[src/rtl/fb_window_engine.sv]
// rtl/fb_window_engine.sv - scaled framebuffer window, pipelined RAM read, write/clear arbitration.
// Optional double buffering is enabled by defining FB_DOUBLE_BUFFER_EN.
module fb_window_engine #(
  parameter int SRC_W      = 240,
  parameter int SRC_H      = 160,
  parameter int SCALE_LOG2 = 1,
  parameter int X0         = 80,
  parameter int Y0         = 80,
  parameter int PIX_W      = 24,
  parameter int ADDR_W     = 19,
  parameter int RD_LAT     = 1,
  parameter logic [PIX_W-1:0] BORDER = 24'h000000
) (
  input  logic              Clk,
  input  logic              Reset,
  input  logic [9:0]        DrawX,
  input  logic [9:0]        DrawY,
  output logic [ADDR_W-1:0] rd_addr,
  input  logic [PIX_W-1:0]  rd_data,
  output logic [PIX_W-1:0]  pix_out,
  input  logic              wr_req,
  input  logic [ADDR_W-1:0] wr_addr,
  input  logic [PIX_W-1:0]  wr_data,
  output logic              wr_ready,
  input  logic              clr_start,
  input  logic [PIX_W-1:0]  clr_color,
  output logic              busy,
  output logic              clr_done,
  output logic              mem_we,
  output logic [ADDR_W-1:0] mem_waddr,
  output logic [PIX_W-1:0]  mem_wdata,
  input  logic              swap_req,
  output logic              front_bank
);

  localparam int NPIX_I = SRC_W * SRC_H;
  localparam logic [ADDR_W-1:0] NPIX = ADDR_W'(NPIX_I);
  localparam logic [ADDR_W-1:0] LAST = ADDR_W'(NPIX_I - 1);
  localparam logic [31:0] X_LO = 32'(X0);
  localparam logic [31:0] X_HI = 32'(X0 + (SRC_W << SCALE_LOG2));
  localparam logic [31:0] Y_LO = 32'(Y0);
  localparam logic [31:0] Y_HI = 32'(Y0 + (SRC_H << SCALE_LOG2));

  typedef enum logic [1:0] {IDLE, CLEAR, DONE} state_t;

  state_t              state, state_nx;
  logic [ADDR_W-1:0]   cnt;
  logic [PIX_W-1:0]    clr_col;
  logic [31:0]         x_full, y_full, dx, dy;
  logic                in_win, in_q;
  logic [RD_LAT-1:0]   flag_dly;
  logic [ADDR_W-1:0]   rd_base, wr_base;

`ifdef FB_DOUBLE_BUFFER_EN
  logic swap_pend, front_q;

  // Swap only at the top-left of the frame so a frame is never torn.
  always_ff @(posedge Clk) begin
    if (Reset) begin
      swap_pend <= 1'b0;
      front_q   <= 1'b0;
    end else if (swap_pend && !busy && DrawX == 10'd0 && DrawY == 10'd0) begin
      front_q   <= ~front_q;
      swap_pend <= 1'b0;
    end else if (swap_req) begin
      swap_pend <= 1'b1;
    end
  end

  assign front_bank = front_q;
  assign rd_base    = front_q ? NPIX : '0;
  assign wr_base    = front_q ? '0 : NPIX;
`else
  logic unused_swap;
  assign unused_swap = swap_req;
  assign front_bank  = 1'b0;
  assign rd_base     = '0;
  assign wr_base     = '0;
`endif

  always_comb begin
    x_full = {22'b0, DrawX};
    y_full = {22'b0, DrawY};
    dx     = x_full - X_LO;
    dy     = y_full - Y_LO;
    in_win = (x_full >= X_LO) && (x_full < X_HI) && (y_full >= Y_LO) && (y_full < Y_HI);
  end

  // Read path: address/flag stage, RD_LAT flag delay matching the RAM, output stage.
  always_ff @(posedge Clk) begin
    if (Reset) begin
      rd_addr  <= '0;
      in_q     <= 1'b0;
      flag_dly <= '0;
      pix_out  <= BORDER;
    end else begin
      in_q    <= in_win;
      rd_addr <= in_win ? rd_base + ADDR_W'((dy >> SCALE_LOG2) * 32'(SRC_W) + (dx >> SCALE_LOG2))
                        : '0;
      flag_dly[0] <= in_q;
      for (int i = 1; i < RD_LAT; i++) flag_dly[i] <= flag_dly[i-1];
      pix_out <= flag_dly[RD_LAT-1] ? rd_data : BORDER;
    end
  end

  always_ff @(posedge Clk) begin
    if (Reset) state <= IDLE;
    else       state <= state_nx;
  end

  always_comb begin
    state_nx = state;
    wr_ready = 1'b0;
    busy     = 1'b0;
    clr_done = 1'b0;
    case (state)
      IDLE: begin
        wr_ready = 1'b1;
        if (clr_start) state_nx = CLEAR;
      end
      CLEAR: begin
        busy = 1'b1;
        if (cnt == LAST) state_nx = DONE;
      end
      DONE: begin
        clr_done = 1'b1;
        state_nx = IDLE;
      end
      default: state_nx = IDLE;
    endcase
  end

  // A write accepted alongside clr_start lands first; the clear's writes follow from the next cycle.
  always_ff @(posedge Clk) begin
    if (Reset) begin
      cnt       <= '0;
      clr_col   <= '0;
      mem_we    <= 1'b0;
      mem_waddr <= '0;
      mem_wdata <= '0;
    end else begin
      mem_we <= 1'b0;
      case (state)
        IDLE: begin
          if (wr_req && wr_addr < NPIX) begin
            mem_we    <= 1'b1;
            mem_waddr <= wr_base + wr_addr;
            mem_wdata <= wr_data;
          end
          if (clr_start) begin
            clr_col <= clr_color;
            cnt     <= '0;
          end
        end
        CLEAR: begin
          mem_we    <= 1'b1;
          mem_waddr <= wr_base + cnt;
          mem_wdata <= clr_col;
          cnt       <= cnt + ADDR_W'(1);
        end
        default: ;
      endcase
    end
  end

endmodule

[config.mk]
export PLATFORM = sky130hd
export DESIGN_NAME = fb_window_engine
export DESIGN_NICKNAME = d
export VERILOG_FILES = /design/src/rtl/fb_window_engine.sv
export SDC_FILE = /design/constraint.sdc
export NUM_CORES = 1
export LEC_CHECK = 0
export ABC_AREA = 1
export ABC_CLOCK_PERIOD_IN_PS = 15060
export CORE_ASPECT_RATIO = 0.9
export CORE_UTILIZATION = 40
export CTS_BUF_LIST = sky130_fd_sc_hd__clkbuf_8 sky130_fd_sc_hd__clkbuf_16
export DETAILED_ROUTE_END_ITERATION = 8
export PLACE_DENSITY_LB_ADDON = 0.15
export SLEW_MARGIN = 20
export SYNTH_ARGS = -nofsm -noshare
export SYNTH_HDL_FRONTEND = slang
export SYNTH_SLANG_ARGS = --single-unit
[constraint.sdc]
create_clock -name Clk -period 15.06 [get_ports Clk]
set_input_delay 3.765 -clock Clk [delete_from_list [all_inputs] [get_ports Clk]]
set_output_delay 3.765 -clock Clk [all_outputs]
set_load 0.02 [all_outputs]
==> results of run 1 <==
power breakdown:
part	internal [mW]	leakage, nW	total, mW	switching [mW]
logic	0.178	3.29	0.437	0.259
clock network	0.218	0.273	0.394	0.176
registers	0.377	1.10	0.387	0.00935
layout make-up:
cell class / instances / area, um2 / area share [%]
Inverter: 138 / 518 / 5.14
Timing Repair Buffer: 209 / 2080 / 20.6
Clock buffer: 17 / 425 / 4.22
Clock inverter: 15 / 135 / 1.34
Multi-Input combinational cell: 790 / 3940 / 39.1
Tap cell: 240 / 300 / 2.98
Sequential cell: 134 / 2680 / 26.6
metal layers:
layer | track usage, % | vias up | part of all wire [%]
met5 | 0 | - | 0
met4 | 6.81 | 0 | 1.7
met3 | 5.83 | 20 | 5.7
met2 | 37.6 | 145 | 49
met1 | 24.8 | 3192 | 44
li1 | - | 3826 | -
sequential cells by signal (all words and copies together), names as in the netlist, 2 cells and up:
| signal | cells |
|---|---|
| clr_col | 24 |
| mem_wdata | 24 |
| pix_out | 24 |
| cnt | 19 |
| mem_waddr | 19 |
| rd_addr | 19 |
| state | 2 |
cells by family after synthesis:
family	Yosys count
compound gates	163
other cells	1
xor+xnor	21
flops	134
fa+ha+maj	47
buf+inv	174
simple gates	558
placed cells by master (no fill, tap or decap), types with 11 or more instances in the layout:
cell type / instances
sky130_fd_sc_hd__ha_1: 36
sky130_fd_sc_hd__o21ai_1: 12
sky130_fd_sc_hd__xor2_1: 11
sky130_fd_sc_hd__nand3_1: 36
sky130_fd_sc_hd__nand2_1: 254
sky130_fd_sc_hd__clkdlybuf4s50_1: 204
sky130_fd_sc_hd__a21oi_1: 45
sky130_fd_sc_hd__nand4_1: 11
sky130_fd_sc_hd__fa_1: 11
sky130_fd_sc_hd__o21ai_0: 94
sky130_fd_sc_hd__nor2_1: 232
sky130_fd_sc_hd__inv_1: 133
sky130_fd_sc_hd__dfxtp_1: 134
sky130_fd_sc_hd__clkbuf_16: 17
worst reg2reg max path: cells and delay by family (launching register included):
family / cells / cell delay, ps
AND/OR/NAND/NOR: 3 / 1000
buffers and inverters: 2 / 710
flip-flops: 1 / 490
AO/OA/AOI/OAI: 2 / 250
stage by stage:
| stage | area (um2) | setup slack, ps |
|---|---|---|
| 2_1_floorplan | 7310 | 7700 |
| 3_3_place_gp | 9520 | 6610 |
| 3_5_place_dp | 9520 | 6520 |
| 4_1_cts | 10100 | 6950 |
| 5_1_grt | 10100 | 6500 |
| 6_report | 10100 | 6930 |
final timing paths:
path,startpoint,end,slack (ps),depth (start not counted)
max,DrawY[4],rd_addr[15],6930,26
min reg2reg,in_q,flag_dly,400,2
max reg2reg,state[1],cnt[7],12550,7
min,in_q,flag_dly,400,2
==> results by group, run 1 <==
CTS
  • Number of levels in the clock H-tree: 4
  • Clock tree sinks: 134
  • Hold-fix buffers at CTS: 0
  • Post CTS Setup Buffer Count: 0
  • Clock latency on the worst-skew pair: 420 ps
  • Clock tree from TritonCTS: built
  • CTS root buffer: sky130_fd_sc_hd__clkbuf_16
  • Total clock buffers created by CTS: 17
  • Count of cells resized by post-cts repair: 0
  • Clock transition at the registers of the reported paths: 60 ps
  • Maximum buffer depth of the clock tree: 2

Timing
  • Final count of pins violating max slew: 0
  • Post-Route Hold Slack: 401 ps
  • Worst relative slew slack: 40.0%
  • Final period util: 54.0%
  • Final-report hold violation count: 0
  • Max Fclk: 123 MHz
  • Total Negative Setup Slacks: 0 ps
  • Transition time at the pin with the least slew margin: 899 ps
  • Clock period minus worst slack: 8130 ps
  • Count of endpoints failing setup in the final report: 0
  • RSZ-0062 raised after global routing: no
  • Clock Skew: 11.3 ps

Yosys
  • Mux share of post-synthesis cell area: 0%
  • Syn Std Cell Area: approximately 7300 um2
  • Post-synthesis net count: 1,261
  • Post-synth EDFFs: 0
  • Largest cells by area after synthesis: sky130_fd_sc_hd__dfxtp_1, sky130_fd_sc_hd__nand2_1, sky130_fd_sc_hd__nor2_1
  • Yosys top cell area share: a little under two fifths
  • Fraction of the mapped netlist area in simple logic gates: 30.6%
  • Post-Synth XOR/XNOR Area: roughly 2.5%
  • Adder-cell area share of the yosys netlist: a little under a tenth
  • Post-synthesis cell type with the largest combined area: sky130_fd_sc_hd__dfxtp_1
  • Main combinational cell family by area after synthesis: simple AND/OR/NAND/NOR gates
  • Register area share after synthesis: 36.7%
  • Commonest register cell after synthesis: sky130_fd_sc_hd__dfxtp_1
  • Post-synthesis average cell area: 6.65 um2
  • Most numerous cell types in the synthesized netlist: sky130_fd_sc_hd__nand2_1, sky130_fd_sc_hd__nor2_1, sky130_fd_sc_hd__dfxtp_1
  • Cells after synthesis: 1,098
  • Number of synthesized register bits: 134
  • Compound-cell area share of the yosys netlist: a little under an eighth
  • Synth cell types: 36
  • Yosys warnings: 0
  • Most used standard cell by instance count after synthesis: sky130_fd_sc_hd__nand2_1
  • Async SR Flop Fraction: 0%

Global route
  • All-Layer GR Usage: 21.3%
  • Number of global-route vias before repair: 6,352
  • Remaining global-route overflow: 0
  • First-pass GRT wire length: about 31,000 um
  • Largest net degree at the start of global routing: between 60 and 70
  • Initial antenna violation count: 0

Hold path
  • Kind of path behind the tightest hold check: reg2reg

Drt
  • Vias post-DR: 7,183
  • DRC Markers: 0
  • Mean routed wirelength per cell: between 10 and 15 um
  • Post-DR vias/cell: 4.66
  • Drt initial violations: 324
  • Remaining antenna violation count after routing: 0
  • Routed wire length: 20,100 um
  • First-pass DRT Iterations: 6

Floorplan
  • Placeable Area: 17,700 um2
  • Vertical extent of the die: between 100 and 150 um
  • Die ar.: 18,800 um2
  • I/O Pins: 207
  • Starting Density: 41.2%
  • Number of core rows: 46
  • Die X: approximately 140 um

Place
  • Placer's final routability congestion estimate: 0.868
  • Half-perimeter wire length after placement: around 14,000 um
  • Count of port buffers added during placement: just over 200
  • Placed insts: roughly 1,500

Cells and area
  • Final core utilization: 56.9%
  • Final cell count without fillers: around 1,500
  • Synth-to-Final Area Change: 38.0%
  • Share of post-route cells with drive strength above 1: approximately 4.0%
  • Layout net count: 1,453
  • Number of fill cells: 1,797
  • Diode count: 0

Critical path
  • Startpoint kind of the worst setup timing path: input pin
  • Critical Path AT: approximately 8400 ps
  • Critical path type: in2reg
  • Cell mode on critical path: sky130_fd_sc_hd__nand2_1
  • Maximum fanout count along the critical path: 5
  • Req. time, crit path: 15,370 ps
  • Cell with the biggest individual delay on the critical path: sky130_fd_sc_hd__clkdlybuf4s50_1
  • Worst stage delay on the critical path: 580 ps
  • Crit path max-delay family: adder cells
  • Setup crit end kind: flop
  • Buf+Inv Stages, Crit Path: 6

Power
  • Leakage dissipation: 4.66 nW
  • Largest voltage drop on the vdd net: between 0.07 and 0.08 mV
  • Total power per unit cell area: approximately 120 nW/um2
  • Total power draw: 1.22 mW

Run status
  • Result of the run: completed

Job
  • Maximum Capacitance Violations: 0
(Power assumes the default switching activity.)
==> inputs of run 2 (changes only) <==
--- a/config.mk
+++ b/config.mk
@@ -6,7 +6,7 @@
 export NUM_CORES = 1
 export LEC_CHECK = 0
 export ABC_AREA = 1
-export ABC_CLOCK_PERIOD_IN_PS = 15060
+export ABC_CLOCK_PERIOD_IN_PS = 7090
 export CORE_ASPECT_RATIO = 0.9
 export CORE_UTILIZATION = 40
 export CTS_BUF_LIST = sky130_fd_sc_hd__clkbuf_8 sky130_fd_sc_hd__clkbuf_16
==> constraint.sdc (replaced) <==
create_clock -name Clk -period 7.09 [get_ports Clk]
set_input_delay 1.7725 -clock Clk [delete_from_list [all_inputs] [get_ports Clk]]
set_output_delay 1.7725 -clock Clk [all_outputs]
set_load 0.02 [all_outputs]
==> run 2 against run 1 <==
- worst hold slack improved by 11 ps
- count of clock-buffer cells in the layout unchanged
- first-iteration DRC count decreased by 9.3%
- power increased by 120%
- wire length increased by 0.32%
- worst setup slack got worse by 5900 ps
- register-to-register slack got worse by 8400 ps
- clock power increased by 130%
- final area increased by 0.31%
- sequential cell count unchanged
- via count about the same
- critical path type unchanged
- largest cell class unchanged
- cell count unchanged
==> results by group, run 2 (synthesized netlist as in run 1, its figures left out) <==
Run status
  • Result of the run: completed

Place
  • Placer's final routability congestion estimate: 0.872 (+0.50%)
  • Minimum setup slack after placement: 643 ps (-5870 ps)
  • Placed insts: 1,511 (unchanged)
  • Half-perimeter wire length after placement: 14,500 um (+0.27%)
  • Count of port buffers added during placement: 204 (unchanged)

CTS
  • Clock transition at the registers of the reported paths: 60 ps (about the same)
  • Hold-fix buffers at CTS: 0 (unchanged)
  • Count of cells resized by post-cts repair: 0 (unchanged)
  • CTS root buffer: sky130_fd_sc_hd__clkbuf_16
  • Clock tree from TritonCTS: built
  • Maximum buffer depth of the clock tree: 2 (unchanged)
  • Clock latency on the worst-skew pair: 410 ps (about the same)
  • Total clock buffers created by CTS: 17 (unchanged)
  • Number of levels in the clock H-tree: 4 (unchanged)
  • Clock tree sinks: 134 (unchanged)
  • Post CTS Setup Buffer Count: 0 (unchanged)

Global route
  • Global-route track usage on met1: 25.8% (+1.0 points)
  • First-pass GRT wire length: 31,900 um (+2.6%)
  • Grt met2 use: 37.8% (+0.14 points)
  • Global-route layer with the greatest usage: met2
  • Largest net degree at the start of global routing: 67 (-1.5%)
  • All-Layer GR Usage: 21.8% (+0.48 points)
  • Remaining global-route overflow: 0 (unchanged)
  • Met3 layer usage reported by global route: 6.61% (+0.77 points)
  • Number of global-route vias before repair: 6,527 (+2.8%)
  • Initial antenna violation count: 0 (unchanged)

Floorplan
  • Die ar.: 18,800 um2 (unchanged)
  • I/O Pins: 207 (unchanged)
  • Starting Density: 41.2% (unchanged)
  • Vertical extent of the die: 130 um (unchanged)
  • Number of core rows: 46 (unchanged)
  • Die X: 144 um (unchanged)
  • Placeable Area: 17,700 um2 (unchanged)

Timing
  • RSZ-0062 raised after global routing: no
  • Clock period minus worst slack: 6020 ps
  • Slack of the critical path: 1070 ps (-5860 ps)
  • Transition time at the pin with the least slew margin: 1080 ps (+185 ps)
  • Final-report hold violation count: 0 (unchanged)
  • Worst relative slew slack: 27.5% (-12 points)
  • Clock Skew: 10.7 ps (-0.559 ps)
  • Final count of pins violating max slew: 0 (unchanged)
  • Final period util: a little over four fifths
  • Count of endpoints failing setup in the final report: 0 (unchanged)
  • Max Fclk: 166 MHz
  • Total Negative Setup Slacks: 0 ps (unchanged)

Cells and area
  • Number of fill cells: 1,777 (-1.1%)
  • Diode count: 0 (unchanged)
  • Synth-to-Final Area Change: 38.4%
  • Share of post-route cells with drive strength above 1: 3.91% (-0.077 points)
  • Leading cell types in the layout, fill and taps excluded: sky130_fd_sc_hd__nand2_1, sky130_fd_sc_hd__nor2_1, sky130_fd_sc_hd__clkdlybuf4s50_1
  • Final cell count without fillers: 1,543 (unchanged)
  • Regs by FF count: clr_col x24, mem_wdata x24, pix_out x24
  • Layout net count: 1,453 (unchanged)
  • Most common cell after layout, fill and taps aside: sky130_fd_sc_hd__nand2_1

Drt
  • Vias post-DR: 7,178 (-0.070%)
  • Post-DR vias/cell: 4.65 (about the same)
  • Drt initial violations: 294 (-9.3%)
  • Routed wire length: 20,200 um (+0.32%)
  • First-pass DRT Iterations: 5 (-1)
  • Mean routed wirelength per cell: 13.1 um (+0.32%)
  • DRC Markers: 0 (unchanged)
  • Remaining antenna violation count after routing: 0 (unchanged)

Power
  • Total power per unit cell area: 261 nW/um2 (+120%)
  • Largest voltage drop on the vdd net: 0.208 mV (+170%)
  • Leakage dissipation: 4.68 nW (+0.33%)
  • Total power draw: 2.64 mW (+120%)

Hold path
  • Kind of path behind the tightest hold check: reg2reg
  • Beginning of the worst hold path: in_q
  • Hold Path Depth: 2 (unchanged)
  • Hold EP: flag_dly

Critical path
  • Req. time, crit path: 7400 ps (-7970 ps)
  • Setup crit end kind: flop
  • Worst stage delay on the critical path: 560 ps (-20 ps)
  • Register-to-Register Path Depth: 6 (-1)
  • Launch point of the worst reg-to-reg path: state[1]
  • Maximum fanout count along the critical path: 5 (unchanged)
  • Endpoint of the worst register-to-register path: cnt[3]
  • Critical path type: in2reg
  • Startpoint kind of the worst setup timing path: input pin
  • Cell with the biggest individual delay on the critical path: sky130_fd_sc_hd__clkdlybuf4s50_1
  • Critical Path AT: 6330 ps (-2110 ps)
  • Setup slack of the worst register-to-register path: 4120 ps (-8430 ps)

Job
  • Maximum Capacitance Violations: 0 (unchanged)
-- run 2: cell types whose count changed in the layout (fill, tap and decap cells not counted) --
cell                        previous run  this run
sky130_fd_sc_hd__inv_6                 5         4
sky130_fd_sc_hd__nand2_2               2         1
sky130_fd_sc_hd__bufinv_16             0         2
sky130_fd_sc_hd__nand2_1             254       255
sky130_fd_sc_hd__clkinv_2              1         2
sky130_fd_sc_hd__inv_8                 4         2
-- run 2: worst max-delay path by stage --
stage / start / slack, ps / cells after the start / to
after detailed placement: DrawY[4] / 640 / 23 / rd_addr[17]
after global routing: DrawY[4] / 540 / 26 / rd_addr[17]
after global placement: DrawY[4] / 660 / 26 / rd_addr[17]
final: DrawY[4] / 1070 / 25 / rd_addr[17]
after CTS: DrawY[4] / 1080 / 23 / rd_addr[17]
after floorplan: DrawY[4] / 1720 / 26 / rd_addr[17]
-- run 2: layer usage --
layer	vias to the layer above	part of all wire, %
met2	158	49
met3	18	5.9
met4	0	1.5
li1	3812	-
met5	-	0
met1	3190	44
-- run 2: final cells by class --
cell class | count | area (um2) | share of cell area, %
timing repair buffer | 209 | 2080 | 20.6
tap | 240 | 300 | 2.97
clock buffer | 17 | 425 | 4.21
clock inverter | 15 | 169 | 1.67
inverter | 138 | 518 | 5.12
multi-input combinational | 790 | 3940 | 38.9
sequential | 134 | 2680 | 26.5
-- run 2: metrics by stage --
step,hold slack (ps),cell area [um2],utilization (%)
final,412,10100,57.1
after global routing,425,10100,57.1
after CTS,409,10100,57.1
after detailed placement,396,9520,53.7
after global placement,390,9520,53.7
after floorplan,388,7310,-
-- run 2: worst max-delay path, delay by kind of cell --
family                     cells  cell delay (ps)
buffers and inverters          6              960
xor gates and xnor gates       1              180
AOI/OAI and AO/OA              6             1030
adders and majority gates      5             1770
and+or+nand+nor                7              610
-- run 2: power breakdown --
part | switching (mW) | internal, mW
Combinational | 0.547 | 0.377
Clock | 0.365 | 0.527
Sequential | 0.0204 | 0.801
==> RTL edit (flow settings as in run 2) <==
Change the parameter `ADDR_W` from 19 to 27.
--- a/src/rtl/fb_window_engine.sv
+++ b/src/rtl/fb_window_engine.sv
@@ -7,7 +7,7 @@
   parameter int X0         = 80,
   parameter int Y0         = 80,
   parameter int PIX_W      = 24,
-  parameter int ADDR_W     = 19,
+  parameter int ADDR_W     = 27,
   parameter int RD_LAT     = 1,
   parameter logic [PIX_W-1:0] BORDER = 24'h000000
 ) (
Ports: changed (resized mem_waddr, rd_addr and wr_addr); port bits go from 207 to 231. No check against the original RTL was run, so the function may have changed too.
==> RTL edit against run 2 <==
- synthesized area up 26%
- final cell count up 25%
- via count up 26%
- clock skew up 0.0060 ns
- power up 14%
- combinational power up 22%
- worst setup slack worse by 0.17 ns
- wire length up 23%
- register-to-register slack better by 0.20 ns
- design area up 21%
- core utilization down 2.9 points
- sequential cell count up 24
- global-route usage down 0.43 points
- critical path type unchanged
- critical endpoint is now rd_addr[21]
==> RTL edit: results (changes against run 2) <==
Max IR drop VDD=0.163 mV (-22%); reg-to-reg slack, setup=4.32 ns (+0.20 ns); DP HPWL=17900 µm (+23%); Worst R2R Start=state[0]; Via Count=9073 (+26%); Crit Path Max Fanout=6 (+1); most frequent cells after synthesis=nand2_1 (341), inv_1 (244), nor2_1 (182); sequential area share after synthesis=34.3% (-2.4 points); ratio of cells with drive above 1 in the final layout=3.98% (+0.066 points); status=finished clean; largest net degree at the start of global routing=104 (+55%); global-route wire length before repair=41100 µm (+29%); Initial DRC Count=619 (+110%); Final nets=1793 (+23%); Synthesized Nets=1600 (+27%); worst reg2reg path depth=8 (+2); arrival time at the worst endpoint=6.50 ns (+0.17 ns); vias in the first global route=8562 (+31%); All-Layer GR Usage=21.3% (-0.43 points); Largest regs=cnt: 27 flops, mem_waddr: 27 flops, rd_addr: 27 flops; Slew HR=28.6% (+1.1 points); LEAKAGE=5.62 nW (+20%); WL final=24700 µm (+23%); clock latency on the worst-skew pair=0.43 ns (+0.02 ns); largest cells by area after synthesis=dfxtp_1 (34%), nand2_1 (14%), inv_1 (9.9%)
## RTL edit: per-stage QoR
stage	power [mW]	setup WS, ns	instance area (µm²)	instances
after floorplan	1.79	1.76	9220	1427
after global placement	2.10	0.580	11600	1898
after detailed placement	2.12	0.510	11600	1898
after CTS	3.05	0.943	12200	1930
after global routing	3.26	0.454	12200	1930
final	3.02	0.898	12200	1930
## RTL edit: layout make-up
class                      instances  area (µm²)
inverter                         249         937
multi-input combinational        963        4850
clock inverter                    15         169
tap                              297         372
timing repair buffer             231        2300
sequential                       158        3160
clock buffer                      17         425
fill                            2270       10400
## RTL edit: kinds of logic (layout without fill, tap and decap cells)
| group | Yosys count | count (layout) | synth area share [%] |
|---|---|---|---|
| buffers and inverters | 306 | 512 | 13.4 |
| AO/OA/AOI/OAI | 223 | 223 | 12.4 |
| adder cells (fa/ha/maj) | 49 | 49 | 7.54 |
| AND/OR/NAND/NOR | 666 | 666 | 30.0 |
| other | 1 | 1 | 0.0407 |
| XOR/XNOR | 24 | 24 | 2.28 |
| flip-flops | 158 | 158 | 34.3 |
## RTL edit: metal layers
metal  wire length [µm]  track usage (%)  up-vias
met2              11500             36.1      230
met3               1520             4.20       17
li1                   -                -     4807
met5                  0                0        -
met4                240             5.00        0
met1              11500             27.8     4019
## RTL edit: worst max path at each step
stage             start     endpoint
2_1_floorplan  DrawY[4]  rd_addr[21]
3_3_place_gp   DrawY[4]  rd_addr[21]
3_5_place_dp   DrawY[4]  rd_addr[21]
4_1_cts        DrawY[4]  rd_addr[21]
5_1_grt        DrawY[4]  rd_addr[23]
6_report       DrawY[4]  rd_addr[21]
## RTL edit: worst max-delay path, cell delays in order
cell and delay [ns]:
clkdlybuf4s50_1 0.67, inv_1 0.13, ha_1 0.25, inv_1 0.06
nor2_1 0.04, nor2_1 0.25, nand2_1 0.12, nand2_1 0.09
inv_1 0.04, ha_1 0.27, inv_1 0.05, fa_1 0.49
inv_1 0.04, ha_1 0.35, nand2_1 0.11, nor2_1 0.14
nand3_1 0.09, nand3_1 0.13, xor2_1 0.16, inv_1 0.06
ha_1 0.37, nand2_1 0.16, nor3_1 0.20, nand2_1 0.07
nand2_1 0.14, nand2_1 0.06, nand2_1 0.12, nor2_1 0.06
## RTL edit: report_power, final
group          switching (mW)  internal [mW]
clock network           0.448          0.475
logic                   0.684          0.442
registers              0.0241          0.946
